**src/rtl/uart_pkg.sv**
```systemverilog
// ============================================================================
// Module : uart_pkg
// Brief  : Shared UART definitions: state encoding, data width, majority vote.
// Rev    : 1.0
// ============================================================================
`default_nettype none

package uart_pkg;

  localparam int UART_DATA_BITS = 8;

  typedef enum logic [2:0] {
    IDLE      = 3'd0,
    START     = 3'd1,
    DATA      = 3'd2,
    STOP      = 3'd3,
    WAIT_IDLE = 3'd4
  } uart_state_e;

  function automatic logic maj3(input logic a, input logic b, input logic c);
    return (a & b) | (a & c) | (b & c);
  endfunction

endpackage

`default_nettype wire

```
**src/rtl/uart_rx_sync.sv**
```systemverilog
// ============================================================================
// Module : uart_rx_sync
// Brief  : Two-flop synchroniser for the asynchronous rx pin, resets to idle (1).
// Rev    : 1.0
// ============================================================================
`default_nettype none

module uart_rx_sync (
  input  logic clk,
  input  logic rst,
  input  logic d,
  output logic q
);

  logic r_meta;
  logic r_sync;

  always_ff @(posedge clk) begin
    if (rst) begin
      r_meta <= 1'b1;
      r_sync <= 1'b1;
    end else begin
      r_meta <= d;
      r_sync <= r_meta;
    end
  end

  assign q = r_sync;

endmodule

`default_nettype wire

```
**src/rtl/uart_rx.sv**
```systemverilog
// ============================================================================
// Module : uart_rx
// Brief  : 8N1 UART receiver, mid-bit sampling; optional 2-of-3 bit voting
//          enabled by defining UART_RX_MAJORITY_EN.
// Rev    : 1.0
// ============================================================================
`default_nettype none

module uart_rx
  import uart_pkg::*;
#(
  parameter int CLKS_PER_BIT = 434
) (
  input  logic       clk,
  input  logic       rst,
  input  logic       rx,
  output logic [7:0] data_out,
  output logic       valid,
  output logic       frame_err,
  output logic       busy
);

  localparam int                  c_CNT_W     = $clog2(CLKS_PER_BIT);
  localparam logic [c_CNT_W-1:0]  c_HALF_LAST = c_CNT_W'(CLKS_PER_BIT / 2 - 1);
  localparam logic [c_CNT_W-1:0]  c_BIT_LAST  = c_CNT_W'(CLKS_PER_BIT - 1);
  localparam logic [2:0]          c_IDX_LAST  = 3'(UART_DATA_BITS - 1);

  logic                      w_rx_s;
  logic                      w_sample;
  logic [1:0]                r_hist;

  uart_state_e               r_state, w_state_nxt;
  logic [c_CNT_W-1:0]        r_cnt, w_cnt_nxt;
  logic [2:0]                r_idx, w_idx_nxt;
  logic [UART_DATA_BITS-1:0] r_shift, w_shift_nxt;
  logic [UART_DATA_BITS-1:0] r_data, w_data_nxt;
  logic                      r_valid, w_valid_nxt;
  logic                      r_ferr, w_ferr_nxt;

  uart_rx_sync u_sync (
    .clk (clk),
    .rst (rst),
    .d   (rx),
    .q   (w_rx_s)
  );

  // r_hist holds rx_s from the two cycles before the decision point
`ifdef UART_RX_MAJORITY_EN
  assign w_sample = maj3(r_hist[1], r_hist[0], w_rx_s);
`else
  assign w_sample = w_rx_s;
`endif

  always_ff @(posedge clk) begin
    if (rst) begin
      r_state <= IDLE;
      r_cnt   <= '0;
      r_idx   <= '0;
      r_shift <= '0;
      r_data  <= '0;
      r_valid <= 1'b0;
      r_ferr  <= 1'b0;
      r_hist  <= 2'b11;
    end else begin
      r_state <= w_state_nxt;
      r_cnt   <= w_cnt_nxt;
      r_idx   <= w_idx_nxt;
      r_shift <= w_shift_nxt;
      r_data  <= w_data_nxt;
      r_valid <= w_valid_nxt;
      r_ferr  <= w_ferr_nxt;
      r_hist  <= {r_hist[0], w_rx_s};
    end
  end

  always_comb begin
    w_state_nxt = r_state;
    w_cnt_nxt   = r_cnt;
    w_idx_nxt   = r_idx;
    w_shift_nxt = r_shift;
    w_data_nxt  = r_data;
    w_valid_nxt = 1'b0;
    w_ferr_nxt  = 1'b0;
    case (r_state)
      IDLE: begin
        if (!w_rx_s) begin
          w_state_nxt = START;
          w_cnt_nxt   = '0;
        end
      end
      START: begin
        if (r_cnt == c_HALF_LAST) begin
          w_cnt_nxt = '0;
          w_idx_nxt = '0;
          w_state_nxt = w_sample ? IDLE : DATA;
        end else begin
          w_cnt_nxt = r_cnt + 1'b1;
        end
      end
      DATA: begin
        if (r_cnt == c_BIT_LAST) begin
          w_shift_nxt[r_idx] = w_sample;
          w_cnt_nxt          = '0;
          if (r_idx == c_IDX_LAST) begin
            w_state_nxt = STOP;
          end else begin
            w_idx_nxt = r_idx + 1'b1;
          end
        end else begin
          w_cnt_nxt = r_cnt + 1'b1;
        end
      end
      STOP: begin
        if (r_cnt == c_BIT_LAST) begin
          w_cnt_nxt = '0;
          if (w_sample) begin
            w_data_nxt  = r_shift;
            w_valid_nxt = 1'b1;
            w_state_nxt = IDLE;
          end else begin
            w_ferr_nxt  = 1'b1;
            w_state_nxt = WAIT_IDLE;
          end
        end else begin
          w_cnt_nxt = r_cnt + 1'b1;
        end
      end
      // A held-low line (break) must go high before a new start is accepted
      WAIT_IDLE: begin
        if (w_rx_s) begin
          w_state_nxt = IDLE;
        end
      end
      default: begin
        w_state_nxt = IDLE;
        w_cnt_nxt   = '0;
      end
    endcase
  end

  assign data_out  = r_data;
  assign valid     = r_valid;
  assign frame_err = r_ferr;
  assign busy      = (r_state != IDLE);

endmodule

`default_nettype wire

```
**config.mk**
```make
export PLATFORM = sky130hd
export DESIGN_NAME = uart_rx
export DESIGN_NICKNAME = d
export VERILOG_FILES = /design/src/rtl/uart_pkg.sv /design/src/rtl/uart_rx_sync.sv /design/src/rtl/uart_rx.sv
export SDC_FILE = /design/constraint.sdc
export NUM_CORES = 1
export LEC_CHECK = 0
export CAP_MARGIN = 30
export CORE_MARGIN = 8
export CORE_UTILIZATION = 55
export CTS_CLUSTER_DIAMETER = 150
export CTS_CLUSTER_SIZE = 24
export DETAILED_ROUTE_END_ITERATION = 8
export PLACE_DENSITY = 0.76
export RECOVER_POWER = 25
export SKIP_LAST_GASP = 1
export SYNTH_ARGS = -nofsm -noshare
export SYNTH_HDL_FRONTEND = slang
export SYNTH_SLANG_ARGS = --single-unit
```
**constraint.sdc**
```tcl
create_clock -name clk -period 2.4 [get_ports clk]
set_clock_uncertainty 0.2 [all_clocks]
set_input_delay 0.24 -clock clk [delete_from_list [all_inputs] [get_ports clk]]
set_output_delay 0.24 -clock clk [all_outputs]
set_load 0.03 [all_outputs]
```
After elaboration in Yosys (flattened, before gate mapping) --
Cells that the tools add are included.
Word-level totals: output and inout port bits 11, flip-flop bits (word level) 35, bits in writable memories 0, memory bits (read-only) 0, word-level logic and storage cells 63, memories kept 0, input port bits 3, bits in latches 0
Cells by class: $lt $le $gt $ge 2, add/sub/neg operators 2, divide/modulo/power cells 0, multiply operators 0, bitwise logic cells 3, shifts and indexed selects 0, reduce and logical (&&, ||, !) cells 11, equality and inequality tests 14, mux-type cells 22
Operators by type and width (count):
- 9-bit case mux with 4 select lines | 1
- 3-bit two-way mux | 10
- 9-bit two-way mux | 3
- 3-bit case mux with 5 select lines | 1
- 2-bit inequality test (second input constant) | 6
- 9-bit by 1-bit adder with 9-bit output (second input constant) | 1
- 9-bit by 8-bit equality test with 1-bit output (second input constant) | 1
- 9-bit equality test (second input constant) | 1
- 8-bit bitwise mux | 1
- 3-bit by 2-bit equality test with 1-bit output (second input constant) | 2
- 3-bit equality test (second input constant) | 2
- 3-bit case mux with 2 select lines | 1
- 6-bit AND reduction | 1
- 3-bit by 4-bit < comparator with 1-bit output (second input constant) | 1
- 2-bit AND reduction | 2
- 4-bit AND reduction | 1
- 3-bit by 1-bit adder with 3-bit output (second input constant) | 1
- 1-bit demux with 3-bit select | 1
- 3-bit by 1-bit equality test with 1-bit output (second input constant) | 1
- 3-bit by 1-bit greater-or-equal comparator with 1-bit output (second input constant) | 1
- 3-bit zero test | 1
- 1-bit two-way mux | 3
- 1-bit NOT | 3
- 3-bit AND reduction | 1
- 7 further kinds | 7

Logic depth before layout (Yosys ltp) --
depth after elaboration 5, gate-level depth with buffers 7

Cells and area by module --
From an unflattened synthesis, not the netlist that was laid out.
Second synthesis, totals: cell total of the unflattened synthesis 192, area total of the unflattened synthesis 1686.6 um^2
By module, submodules not included:
- uart_rx | sequential area each 660.6 um^2, cells each 188, area each 1634.1 um^2, times used 1
- uart_rx_sync | sequential area each 40.0 um^2, cells each 4, area each 52.6 um^2, times used 1

Worst setup path before layout --
No wires, ideal clock.
kind register to register, start register r_cnt[6], end register r_shift[6], cell stages (with the launch flop) 6, path buffers 0, path slack 186 ps, period minus slack after synthesis 2214 ps, arrival time 1887 ps, cells stage by stage dfxtp_1 -> or4b_4 -> or4_4 -> nor3b_2 -> mux2i_1 -> nor2_1
On the way: cells in the longest elaborated chain, start to end 2
Ends and longest elaborated chain:
- start: declaration | line uart_rx.sv:33 | logic [c_CNT_W-1:0] r_cnt, w_cnt_nxt;
- start signal: assignment | line uart_rx.sv:66 | r_cnt <= w_cnt_nxt;
- 9-bit equality test | line uart_rx.sv:101 | if (r_cnt == c_BIT_LAST) begin
- 2-bit AND reduction (no line)
- end signal: assignment | line uart_rx.sv:68 | r_shift <= w_shift_nxt;
- end: declaration | line uart_rx.sv:35 | logic [UART_DATA_BITS-1:0] r_shift, w_shift_nxt;
No other way between the ends. A chain may end at the register's enable or synchronous reset.

Worst setup path in the final report --
start register r_cnt[2], end register r_shift[5]
Same word-level chain as after synthesis.

==> flow_summary.yaml <==
status:
  status: "finished, final reports clean"
sta:
  setup_tns_ns: 0
  post-route-period-util_pct: 95.7
  worst_pin_slew_ns: 0.527
  fmax_ghz: 0.435
  slew_headroom_pct: 64.8
  whs_ns: 0.220
  hold_viol: 0
  rsz0062_at_grt: "false"
  period_minus_slack_ns: 2.30
  slew_viol_final: 0
  setup_violations: 0
synthesis:
  synth_nets: 198
  synth_warnings: 0
  synthTopCellsByArea: "dfxtp_1 42%, mux2i_1 11%, nor2_1 6.8%"
  synthesis.area_mm2: 0.00166
  ys.flop_type: "dfxtp_1"
  syn_area_per_cell_um2: 8.76
  synth_top_area_cell: "dfxtp_1"
  yosys_register_bits: 35
  synth_cell_types: 39
  ys_seq_area_share_pct: 42.1
  synthArstFlopShare_pct: 0
  yosys.area.top_type_share_pct: 42.1
  synth_edf_count: 0
  synth_cells: 190
finish:
  final_cells: 241
  area_delta_synth_final_pct: 18.4
  diodes: 0
  fin_util_pct: 66.7
  drive_above_1_share_pct: 16.8
  final_design_area_no_fill_mm2: 0.00197
  fin_nets: 215
  fillers: 252
grt:
  met1_usage_pct: 17.5
  grt_max_degree: 35
  grtUsageTotal_pct: 14.9
  grt_pass1_vias: 1284
  top_usage_layer: "met2"
  gr-usage-met3_pct: 6.50
  grt_pass1_wl_mm: 5.91
  met2_usage_pct: 21.7
  antenna_found_initial: 0
  grt_remaining_overflow: 0
floorplan:
  core_mm2: 0.00295
  fp.dieH_um: 71.0
  fp.dieW_um: 71.0
  start_util_pct: 56.4
  rows: 20
  dieArea_mm2: 0.00504
  pin_count: 14
placement:
  portBuffers: 13
  routabilityCongestion: 0.848
  place_hpwl_mm: 2.27
  dp_cells: 231
  placed_area_mm2: 0.00183
clocking:
  tritoncts: "done"
  h-tree-depth: 2
  path_clk_slew_ns: 0.10
  cts-root-buf: "clkbuf_4"
  clock_path_buffers: 2
  clock_latency_ns: 0.35
  cts_sinks: 35
  ctsHoldBuffers: 0
  cts_buffers: 5
worst_setup_path:
  path_class: "register to register"
  cp_data_required_time_ns: 2.44
  critPathArrivalTime_ns: 2.34
  start_kind: "register"
  critPathMaxFanout: 7
  endpoint_kind: "register"
  worstSetupStartpoint: "r_cnt[2]"
  r2r_start: "r_cnt[2]"
detailed_routing:
  viasPerCell: 5.70
  dr.pass1.iters: 6
  ant_nets: 0
  drt_iter0_markers: 87
  routed_wl_mm: 3.35
  drc_errors: 0
  vias: 1374
  avgRoutedWirePerCell_um: 13.9
job:
  max_cap_viol_count: 0
hold_path:
  min_path_type: "register to register"
  hp-start: "u_sync.r_meta"
pwr:
  ir_drop_v: 0.000478
  p_leak_nw: 0.748
  pwr_density_cell_mw_per_mm2: 813
==> cell usage after synthesis, types with 3 or more instances <==
cell type,n
ha_1,5
buf_2,6
nor2_1,30
or3_1,6
a31oi_1,6
a21oi_1,3
nand3_1,11
nand3b_1,4
mux2i_1,18
or2_2,4
dfxtp_1,35
clkbuf_1,4
inv_1,3
nand2_1,16
nor3_1,6
nand2b_1,3
==> cell families (layout without fill, tap and decap cells) <==
group	Yosys count	count (layout)	synth area share, %
buffers and inverters	14	32	4.06
XOR/XNOR	1	1	0.526
adder cells (fa/ha/maj)	5	5	3.76
AO/OA/AOI/OAI	20	20	7.67
multiplexers	19	19	11.5
flip-flops	35	35	42.1
AND/OR/NAND/NOR	96	96	30.4
==> stage by stage <==
step | worst slack [ns] | power [W]
after floorplan | 0.186 | 0.000936
after global placement | 0.146 | 0.00103
after detailed placement | 0.0400 | 0.00104
after CTS | 0.0245 | 0.00157
after global routing | 0.00161 | 0.00169
final | 0.104 | 0.00160
==> state kept, by name, indices dropped and copies added (netlist names) <==
register       count
data_out           8
frame_err          1
r_cnt              9
r_idx              3
r_shift            8
r_state            3
u_sync.q           1
u_sync.r_meta      1
valid              1
==> worst max-delay path: stages, from the launching register on <==
cell,delay (ns)
dfxtp_2,0.36
or4b_4,0.56
or4_4,0.59
nor3b_2,0.22
mux2i_1,0.21
nor2_1,0.05
==> layer usage <==
metal	up-vias	part of all wire, %
met1	645	44
met5	-	0
met4	0	2.1
met3	5	6.2
li1	697	-
met2	27	48
==> cell type report <==
class                      count  area (um2)  area share, %
clock buffer                   6        41.3           2.10
clock inverter                 2        60.1           3.05
inverter                       3        11.3          0.571
sequential                    35         704           35.7
timing repair buffer          21         190           9.65
multi-input combinational    141         922           46.8
tap                           33        41.3           2.10
==> final timing paths <==
path                                    to  depth (start not counted)  slack, ns
worst max register to register  r_shift[5]                          5       0.10
worst max-delay path            r_shift[5]                          5       0.10
worst min-delay path              u_sync.q                          1       0.22
worst min register to register    u_sync.q                          1       0.22
==> power by group <==
group	internal, W	switching (W)	leakage [nW]
Combinational	0.000192	0.000244	0.411
Sequential	0.000608	0.0000390	0.284
Clock	0.000325	0.000195	0.0525
==> timing repair <==
item | CTS | global route
buffers inserted | 0 | 2
endpoints found under the setup margin | 0 | 14
endpoints found under the hold margin | 0 | 0
gates resized for setup | 0 | 8
==> cells in the final DEF, fill, tap and decap left out, types with 3 or more instances in the layout <==
cell	count
nand3b_1	4
ha_1	5
a21oi_1	3
nor3_1	5
nand2_1	16
dfxtp_1	32
nand2b_1	3
mux2i_1	18
or2_2	4
nand3_1	11
dfxtp_2	3
nor2_1	30
clkbuf_4	5
or3_1	6
buf_4	8
a31oi_1	6
dlygate4sd3_1	9
clkdlybuf4s50_1	4
inv_1	3
Note: power is estimated with default switching activity, not from simulation.
